**config.mk**
```make
export PLATFORM = sky130hd
export DESIGN_NAME = sc_mux_poly_eval
export DESIGN_NICKNAME = d
export VERILOG_FILES = /design/src/rtl/sc_mux_poly_eval_pkg.sv /design/src/rtl/sc_mux_poly_eval_sng.sv /design/src/rtl/sc_mux_poly_eval.sv
export SDC_FILE = /design/constraint.sdc
export NUM_CORES = 1
export LEC_CHECK = 0
export ABC_AREA = 1
export CORE_ASPECT_RATIO = 0.8
export CORE_UTILIZATION = 50
export DETAILED_ROUTE_END_ITERATION = 6
export PLACE_DENSITY = 0.78
export SLEW_MARGIN = 20
export SYNTH_ARGS = -nofsm -noshare
export SYNTH_HDL_FRONTEND = slang
export SYNTH_SLANG_ARGS = --single-unit
```
**constraint.sdc**
```tcl
create_clock -name clk_i -period 4.26 [get_ports clk_i]
set_input_delay 0.852 -clock clk_i [delete_from_list [all_inputs] [get_ports clk_i]]
set_output_delay 0.852 -clock clk_i [all_outputs]
set_load 0.05 [all_outputs]
```
**src/rtl/sc_mux_poly_eval_pkg.sv**
```systemverilog
// Shared constants, FSM state type and bit-manipulation helpers for the
// stochastic-computing mux evaluator.
package sc_pkg;

  localparam int              LFSR_W     = 16;
  localparam logic [LFSR_W-1:0] LFSR_TAPS  = 16'hB400;
  localparam logic [LFSR_W-1:0] LFSR_ZSUB  = 16'hACE1;  // stands in for a zero seed
  localparam int              ROT_STRIDE = 3;

  typedef enum logic [1:0] {IDLE, SEED, RUN, DONE} state_e;

  // Rotate left by n (0..15); n=0 leaves the word unchanged.
  function automatic logic [LFSR_W-1:0] rotl16(input logic [LFSR_W-1:0] v, input logic [3:0] n);
    logic [4:0] s;
    s = {1'b0, n};
    return (v << s) | (v >> (5'd16 - s));
  endfunction

  function automatic logic [LFSR_W-1:0] bitrev16(input logic [LFSR_W-1:0] v);
    logic [LFSR_W-1:0] r;
    for (int b = 0; b < LFSR_W; b++) r[b] = v[LFSR_W-1-b];
    return r;
  endfunction

  // Right-shifting Galois step.
  function automatic logic [LFSR_W-1:0] lfsr_step(input logic [LFSR_W-1:0] v);
    return v[0] ? ((v >> 1) ^ LFSR_TAPS) : (v >> 1);
  endfunction

endpackage

```
**src/rtl/sc_mux_poly_eval_sng.sv**
```systemverilog
// Comparator stochastic number generator: emits 1 when the random window
// is below the probability. A probability of 2^PREC always yields 1.
module sc_sng #(
  parameter int PREC = 6
) (
  input  logic [PREC-1:0] win_i,
  input  logic [PREC:0]   prob_i,
  output logic            bit_o
);
  assign bit_o = ({1'b0, win_i} < prob_i);
endmodule

```
**src/rtl/sc_mux_poly_eval.sv**
```systemverilog
// Sequential stochastic mux-form polynomial evaluator.
// Optional macro SC_STREAM_OUT_EN adds the registered z_bit/z_valid stream.
module sc_mux_poly_eval
  import sc_pkg::*;
#(
  parameter int SEL_W = 3,
  parameter int PREC  = 6,
  parameter int LEN_W = 8
) (
  input  logic                            clk_i,
  input  logic                            rst_ni,
  input  logic                            start_i,
  input  logic [15:0]                     seed_i,
  input  logic [SEL_W*(PREC+1)-1:0]       x_prob_i,
  input  logic [(2**SEL_W)*(PREC+1)-1:0]  coef_i,
  output logic                            busy_o,
  output logic                            done_o,
  output logic [LEN_W:0]                  count_o
`ifdef SC_STREAM_OUT_EN
  ,
  output logic                            z_bit_o,
  output logic                            z_valid_o
`endif
);

  localparam int PW = PREC + 1;
  localparam int NC = 2**SEL_W;

  state_e                     state_q, state_d;
  logic [15:0]                seed_q;
  logic [SEL_W-1:0][PW-1:0]   xp_q;
  logic [NC-1:0][PW-1:0]      cf_q;
  logic [LFSR_W-1:0]          lfsr_q;
  logic [LEN_W:0]             cyc_q;
  logic [LEN_W:0]             count_q;

  logic [SEL_W-1:0]           xb;
  logic [PREC-1:0]            wc;
  logic                       zc;
  logic                       accept, last, run_cmp;

  assign accept  = (state_q == IDLE) && start_i;
  // cyc_q reaching 2^LEN_W marks a spent stream; that final RUN cycle only
  // hands over to DONE without another compare.
  assign last    = cyc_q[LEN_W];
  assign run_cmp = (state_q == RUN) && !last;

  // One SNG per variable, each fed a differently rotated LFSR window.
  for (genvar i = 0; i < SEL_W; i++) begin : g_x
    localparam logic [3:0] ROT = 4'((ROT_STRIDE * i) % LFSR_W);
    logic [PREC-1:0] w;
    assign w = PREC'(rotl16(lfsr_q, ROT));
    sc_sng #(.PREC(PREC)) u_sng (.win_i(w), .prob_i(xp_q[i]), .bit_o(xb[i]));
  end

  // The selected coefficient uses the bit-reversed LFSR as its window.
  assign wc = PREC'(bitrev16(lfsr_q));
  sc_sng #(.PREC(PREC)) u_sng_c (.win_i(wc), .prob_i(cf_q[xb]), .bit_o(zc));

  assign busy_o  = (state_q == SEED) || (state_q == RUN);
  assign done_o  = (state_q == DONE);
  assign count_o = count_q;

  // FSM state register.
  always_ff @(posedge clk_i or negedge rst_ni) begin
    if (!rst_ni) state_q <= IDLE;
    else         state_q <= state_d;
  end

  // FSM next state.
  always_comb begin
    state_d = state_q;
    case (state_q)
      IDLE:    if (start_i) state_d = SEED;
      SEED:    state_d = RUN;
      RUN:     if (last) state_d = DONE;
      DONE:    state_d = IDLE;
      default: state_d = IDLE;
    endcase
  end

  // Operand capture, LFSR seeding/advance, cycle and ones counting.
  always_ff @(posedge clk_i or negedge rst_ni) begin
    if (!rst_ni) begin
      seed_q  <= '0;
      xp_q    <= '0;
      cf_q    <= '0;
      lfsr_q  <= LFSR_ZSUB;
      cyc_q   <= '0;
      count_q <= '0;
    end else begin
      if (accept) begin
        seed_q  <= seed_i;
        xp_q    <= x_prob_i;
        cf_q    <= coef_i;
        count_q <= '0;
      end
      if (state_q == SEED) begin
        lfsr_q <= (seed_q == '0) ? LFSR_ZSUB : seed_q;
        cyc_q  <= '0;
      end
      if (run_cmp) begin
        count_q <= count_q + {{LEN_W{1'b0}}, zc};
        lfsr_q  <= lfsr_step(lfsr_q);
        cyc_q   <= cyc_q + 1'b1;
      end
    end
  end

`ifdef SC_STREAM_OUT_EN
  logic z_bit_q, z_valid_q;
  // Registered copy of each compared output bit.
  always_ff @(posedge clk_i or negedge rst_ni) begin
    if (!rst_ni) begin
      z_bit_q   <= 1'b0;
      z_valid_q <= 1'b0;
    end else begin
      z_valid_q <= run_cmp;
      if (run_cmp) z_bit_q <= zc;
    end
  end
  assign z_bit_o   = z_bit_q;
  assign z_valid_o = z_valid_q;
`endif

endmodule

```
==> impl_metrics.xml <==
<?xml version="1.0" encoding="UTF-8"?>
<metrics>
  <group name="sta">
    <metric name="tightestPinTransition" unit="ns">0.7419</metric>
    <metric name="max-slew-margin-rel" unit="%">50.54</metric>
    <metric name="min_period" unit="ns">3.974</metric>
    <metric name="fmaxAchievable" unit="GHz">0.2516</metric>
    <metric name="final-max-slew-violation-count" unit="">0</metric>
    <metric name="layout_worst_path_cycle_share" unit="%">93.29</metric>
    <metric name="fin_clk_skew" unit="ns">0.006629</metric>
    <metric name="finalHoldViolations" unit="">0</metric>
    <metric name="finish_stage_setup_viols" unit="">0</metric>
  </group>
  <group name="placement">
    <metric name="count_of_input_and_output_buffers" unit="">106</metric>
    <metric name="globalplace.congestion" unit="">0.9129</metric>
    <metric name="final_hpwl_from_detailed_placement" unit="um">10890</metric>
    <metric name="place_inst" unit="">1033</metric>
  </group>
  <group name="run">
    <metric name="max_cap_violations" unit="">0</metric>
  </group>
  <group name="power">
    <metric name="power.share.sequential" unit="%">31.4</metric>
    <metric name="total_power_after_layout" unit="W">0.006840</metric>
    <metric name="leak_pwr" unit="nW">4.036</metric>
    <metric name="power.ir.vdd_worst" unit="mV">0.4499</metric>
    <metric name="internal_power" unit="W">0.003943</metric>
    <metric name="areal_power_density_over_the_cells" unit="nW/um^2">824.0</metric>
    <metric name="pwr-share-clk" unit="%">23.7</metric>
    <metric name="switching_share" unit="%">42.35</metric>
    <metric name="comb_power_share" unit="%">44.9</metric>
    <metric name="power_switching" unit="W">0.002897</metric>
  </group>
  <group name="clock_tree">
    <metric name="tritoncts" unit="">yes</metric>
    <metric name="cts.htree.levels" unit="">4</metric>
    <metric name="clock_sink_count" unit="">129</metric>
    <metric name="clockBufferDepth" unit="">2</metric>
    <metric name="clock_latency_late_sink" unit="ns">0.42</metric>
    <metric name="cts.clk_slew.worst_paths" unit="ns">0.06</metric>
    <metric name="tritoncts.num_buffers" unit="">17</metric>
    <metric name="cts-root-buf" unit="">sky130_fd_sc_hd__clkbuf_16</metric>
  </group>
  <group name="yosys">
    <metric name="yosysUniqueCellTypes" unit="">40</metric>
    <metric name="syn_avg_cell_area" unit="um^2">8.207</metric>
    <metric name="synth_top_flop_cell" unit="">sky130_fd_sc_hd__dfrtp_1</metric>
    <metric name="library_cell_with_the_highest_instance_count_after_synthesis" unit="">sky130_fd_sc_hd__nand2_1</metric>
    <metric name="synth_commonest_cells" unit="">300 x sky130_fd_sc_hd__nand2_1, 121 x sky130_fd_sc_hd__dfrtp_1, 79 x sky130_fd_sc_hd__inv_1</metric>
    <metric name="netlist_area" unit="um^2">6426</metric>
    <metric name="synth_cells" unit="">783</metric>
    <metric name="synth_enable_flop_cells" unit="">0</metric>
    <metric name="yosys_warnings" unit="">0</metric>
    <metric name="postSynthNetCount" unit="">907</metric>
    <metric name="synth_area_leader_cell" unit="">sky130_fd_sc_hd__dfrtp_1</metric>
    <metric name="post-synth-top-area-fraction" unit="%">47.12</metric>
    <metric name="ys_seq_area_share" unit="%">50.39</metric>
    <metric name="synth-seq-cells" unit="">129</metric>
    <metric name="synth-async-reset-ratio" unit="%">100.0</metric>
    <metric name="synth_area_leaders" unit="">sky130_fd_sc_hd__dfrtp_1 47%, sky130_fd_sc_hd__nand2_1 18%, sky130_fd_sc_hd__ha_1 5.5%</metric>
  </group>
  <group name="critical_path">
    <metric name="worst_path_max_delay_cell" unit="">sky130_fd_sc_hd__dfstp_2</metric>
    <metric name="worst-endpoint-arrival" unit="ns">4.29</metric>
    <metric name="critical-path-top-cell-by-count" unit="">sky130_fd_sc_hd__ha_1</metric>
    <metric name="worstSetupEndpointType" unit="">register</metric>
    <metric name="r2r_slack" unit="ns">0.29</metric>
    <metric name="type_of_the_setup_path_with_the_least_slack" unit="">reg -&gt; reg</metric>
    <metric name="max_stage_delay" unit="ns">0.53</metric>
    <metric name="critPathMaxFanout" unit="">12</metric>
    <metric name="crit_path_cell_trace" unit="">ha_1 -&gt; inv_1 -&gt; nor2_1 -&gt; a21oi_4 -&gt; nand2_4 -&gt; clkinvlp_4 -&gt; o21ai_0 -&gt; o221ai_1 -&gt; nand2_1 -&gt; ha_1 -&gt; a21o_1 -&gt; a21oi_1 -&gt; a21oi_1 -&gt; a21oi_1 -&gt; ha_1 -&gt; ha_1 -&gt; nand2_1 -&gt; nor2_1 -&gt; nand3_1 -&gt; nor3_1 -&gt; nand2_1 -&gt; o21ai_0 -&gt; inv_1</metric>
    <metric name="critical_path_required" unit="ns">4.57</metric>
    <metric name="crit_path_launch_type" unit="">register</metric>
  </group>
  <group name="grt">
    <metric name="grt_overflow_total" unit="">0</metric>
    <metric name="wire_length_of_the_first_global_routing_pass" unit="um">26580</metric>
    <metric name="total_track_usage" unit="%">26.43</metric>
    <metric name="vias_in_the_first_global_route" unit="">5373</metric>
    <metric name="met2_usage" unit="%">38.42</metric>
    <metric name="antenna_found_initial" unit="">0</metric>
    <metric name="grtUsageMet3" unit="%">5.710</metric>
    <metric name="global_route.peak_usage_layer" unit="">met1</metric>
    <metric name="grt_util_met1" unit="%">39.17</metric>
    <metric name="grt_start_max_net_pins" unit="">73</metric>
  </group>
  <group name="routing">
    <metric name="viasPerCell" unit="">5.255</metric>
    <metric name="drtAntennaViolNets" unit="">0</metric>
    <metric name="drtPass1Iterations" unit="">5</metric>
    <metric name="initial_drc_count" unit="">535</metric>
    <metric name="routed-via-count" unit="">5623</metric>
    <metric name="drcViolationCount" unit="">0</metric>
    <metric name="avgRoutedWirePerCell" unit="um">15.22</metric>
    <metric name="drt-total-wl" unit="um">16280</metric>
  </group>
  <group name="die">
    <metric name="num_io_pins" unit="">107</metric>
    <metric name="core_area" unit="um^2">12340</metric>
    <metric name="die_y" unit="um">103.4</metric>
    <metric name="dieWidth" unit="um">128.8</metric>
    <metric name="fp.dieArea" unit="um^2">13310</metric>
    <metric name="initial_utilization" unit="%">52.07</metric>
    <metric name="rows" unit="">36</metric>
  </group>
  <group name="min_path">
    <metric name="worst_hold_path_type" unit="">reg -&gt; reg</metric>
  </group>
  <group name="finish">
    <metric name="area_growth_syn_to_layout" unit="%">29.19</metric>
    <metric name="final_cell_count_no_fill" unit="">1070</metric>
    <metric name="num_antenna_cells" unit="">0</metric>
    <metric name="nets" unit="">1010</metric>
    <metric name="filler_cell_count" unit="">1033</metric>
    <metric name="share_of_final_layout_standard_cells_stronger_than_drive_strength_1" unit="%">8.231</metric>
  </group>
  <group name="run_status">
    <metric name="status" unit="">completed</metric>
  </group>
</metrics>
## final timing paths
kind	startpoint	to	cells after the start
worst max-delay path	lfsr_q[5]$_DFFE_PN1P_	count_o[8]$_DFFE_PN0P_	23
worst min-delay path	cf_q[49]$_DFFE_PN0P_	cf_q[49]$_DFFE_PN0P_	2
worst max register to register	lfsr_q[5]$_DFFE_PN1P_	count_o[8]$_DFFE_PN0P_	23
worst min register to register	cf_q[49]$_DFFE_PN0P_	cf_q[49]$_DFFE_PN0P_	2
max in group asynchronous	rst_ni	lfsr_q[13]$_DFFE_PN1P_	2
min in group asynchronous	rst_ni	state_q[1]$_DFFE_PN0P_	1
## cells by family (layout without fill, tap and decap cells)
group                      Yosys count  in the layout  synth area share, %
and+or+nand+nor                    388            389                24.47
buffers and inverters              114            228                7.321
adders and majority gates           28             28                5.452
DFF                                129            129                50.39
muxes                                1              1               0.1558
xor gates and xnor gates             4              4               0.5451
AOI/OAI and AO/OA                  119            120                11.66
## cell usage in the layout, fill, tap and decap left out, types with 9 or more instances in the layout
| master | count |
|---|---|
| sky130_fd_sc_hd__nand2_1 | 299 |
| sky130_fd_sc_hd__dfrtp_1 | 121 |
| sky130_fd_sc_hd__clkdlybuf4s50_1 | 105 |
| sky130_fd_sc_hd__inv_1 | 78 |
| sky130_fd_sc_hd__o21ai_0 | 58 |
| sky130_fd_sc_hd__nor2_1 | 33 |
| sky130_fd_sc_hd__nand3_1 | 33 |
| sky130_fd_sc_hd__ha_1 | 28 |
| sky130_fd_sc_hd__clkbuf_16 | 17 |
| sky130_fd_sc_hd__o221ai_1 | 16 |
| sky130_fd_sc_hd__a21oi_1 | 11 |
| sky130_fd_sc_hd__buf_4 | 9 |
## layout make-up
class	instances	area, um^2	share of cell area (%)
clock buffers	17	425.4	5.124
clock inverters	15	231.5	2.788
inverters	81	309.0	3.723
multi-input cells	542	2745	33.07
flip-flops and latches	129	3238	39.01
well taps	171	214.0	2.577
repair buffers	115	1139	13.72
## registers in the layout, indices dropped and copies added (netlist names)
signal,count
state_q,2
xp_q,21
count_o,9
lfsr_q,16
cyc_q,9
cf_q,56
seed_q,16
## power groups by stage
stage | Combinational (W) | Clock (W) | Sequential (W)
after floorplan | 0.00220 | 0 | 0.00209
after global placement | 0.00280 | 0 | 0.00213
after detailed placement | 0.00290 | 0 | 0.00214
after CTS | 0.00297 | 0.00163 | 0.00214
after global routing | 0.00346 | 0.00169 | 0.00220
final | 0.00307 | 0.00162 | 0.00215
## metrics by stage
stage	cell area (um^2)	setup slack, ns	util [%]	hold WS [ns]	setup TNS, ns
after detailed placement	7594	0.2808	61.53	0.4591	0
after global placement	7594	0.3701	61.53	0.4657	0
final	8302	0.2860	67.26	0.4772	0
after floorplan	6426	0.7698	-	0.4401	0
after global routing	8302	-0.0007550	67.26	0.4930	-0.0007550
after CTS	8250	0.2434	66.85	0.4746	0
## layer usage
metal	share of wire, %	wire length (um)	vias to the layer above
li1	-	-	2732
met3	7.0	1143	22
met5	0	0	-
met4	1.2	198	0
met1	48	7887	2645
met2	43	7054	224
## what timing repair did
action / 4_1_cts / 5_1_grt
buffers inserted: 0 / 3
hold buffers: 0 / 0
endpoints found under the hold margin: 0 / 0
resized for setup: 0 / 3
setup endpoints to repair: 0 / 1
## critical path: cells and delay by family, from the launching register on
family | cells | cell delay (ns)
flip-flops | 1 | 0.53
buffers and inverters | 3 | 0.33
adder cells (fa/ha/maj) | 4 | 0.90
AO/OA/AOI/OAI | 8 | 1.23
AND/OR/NAND/NOR | 8 | 0.89
Note: power is estimated with default switching activity, not from simulation.
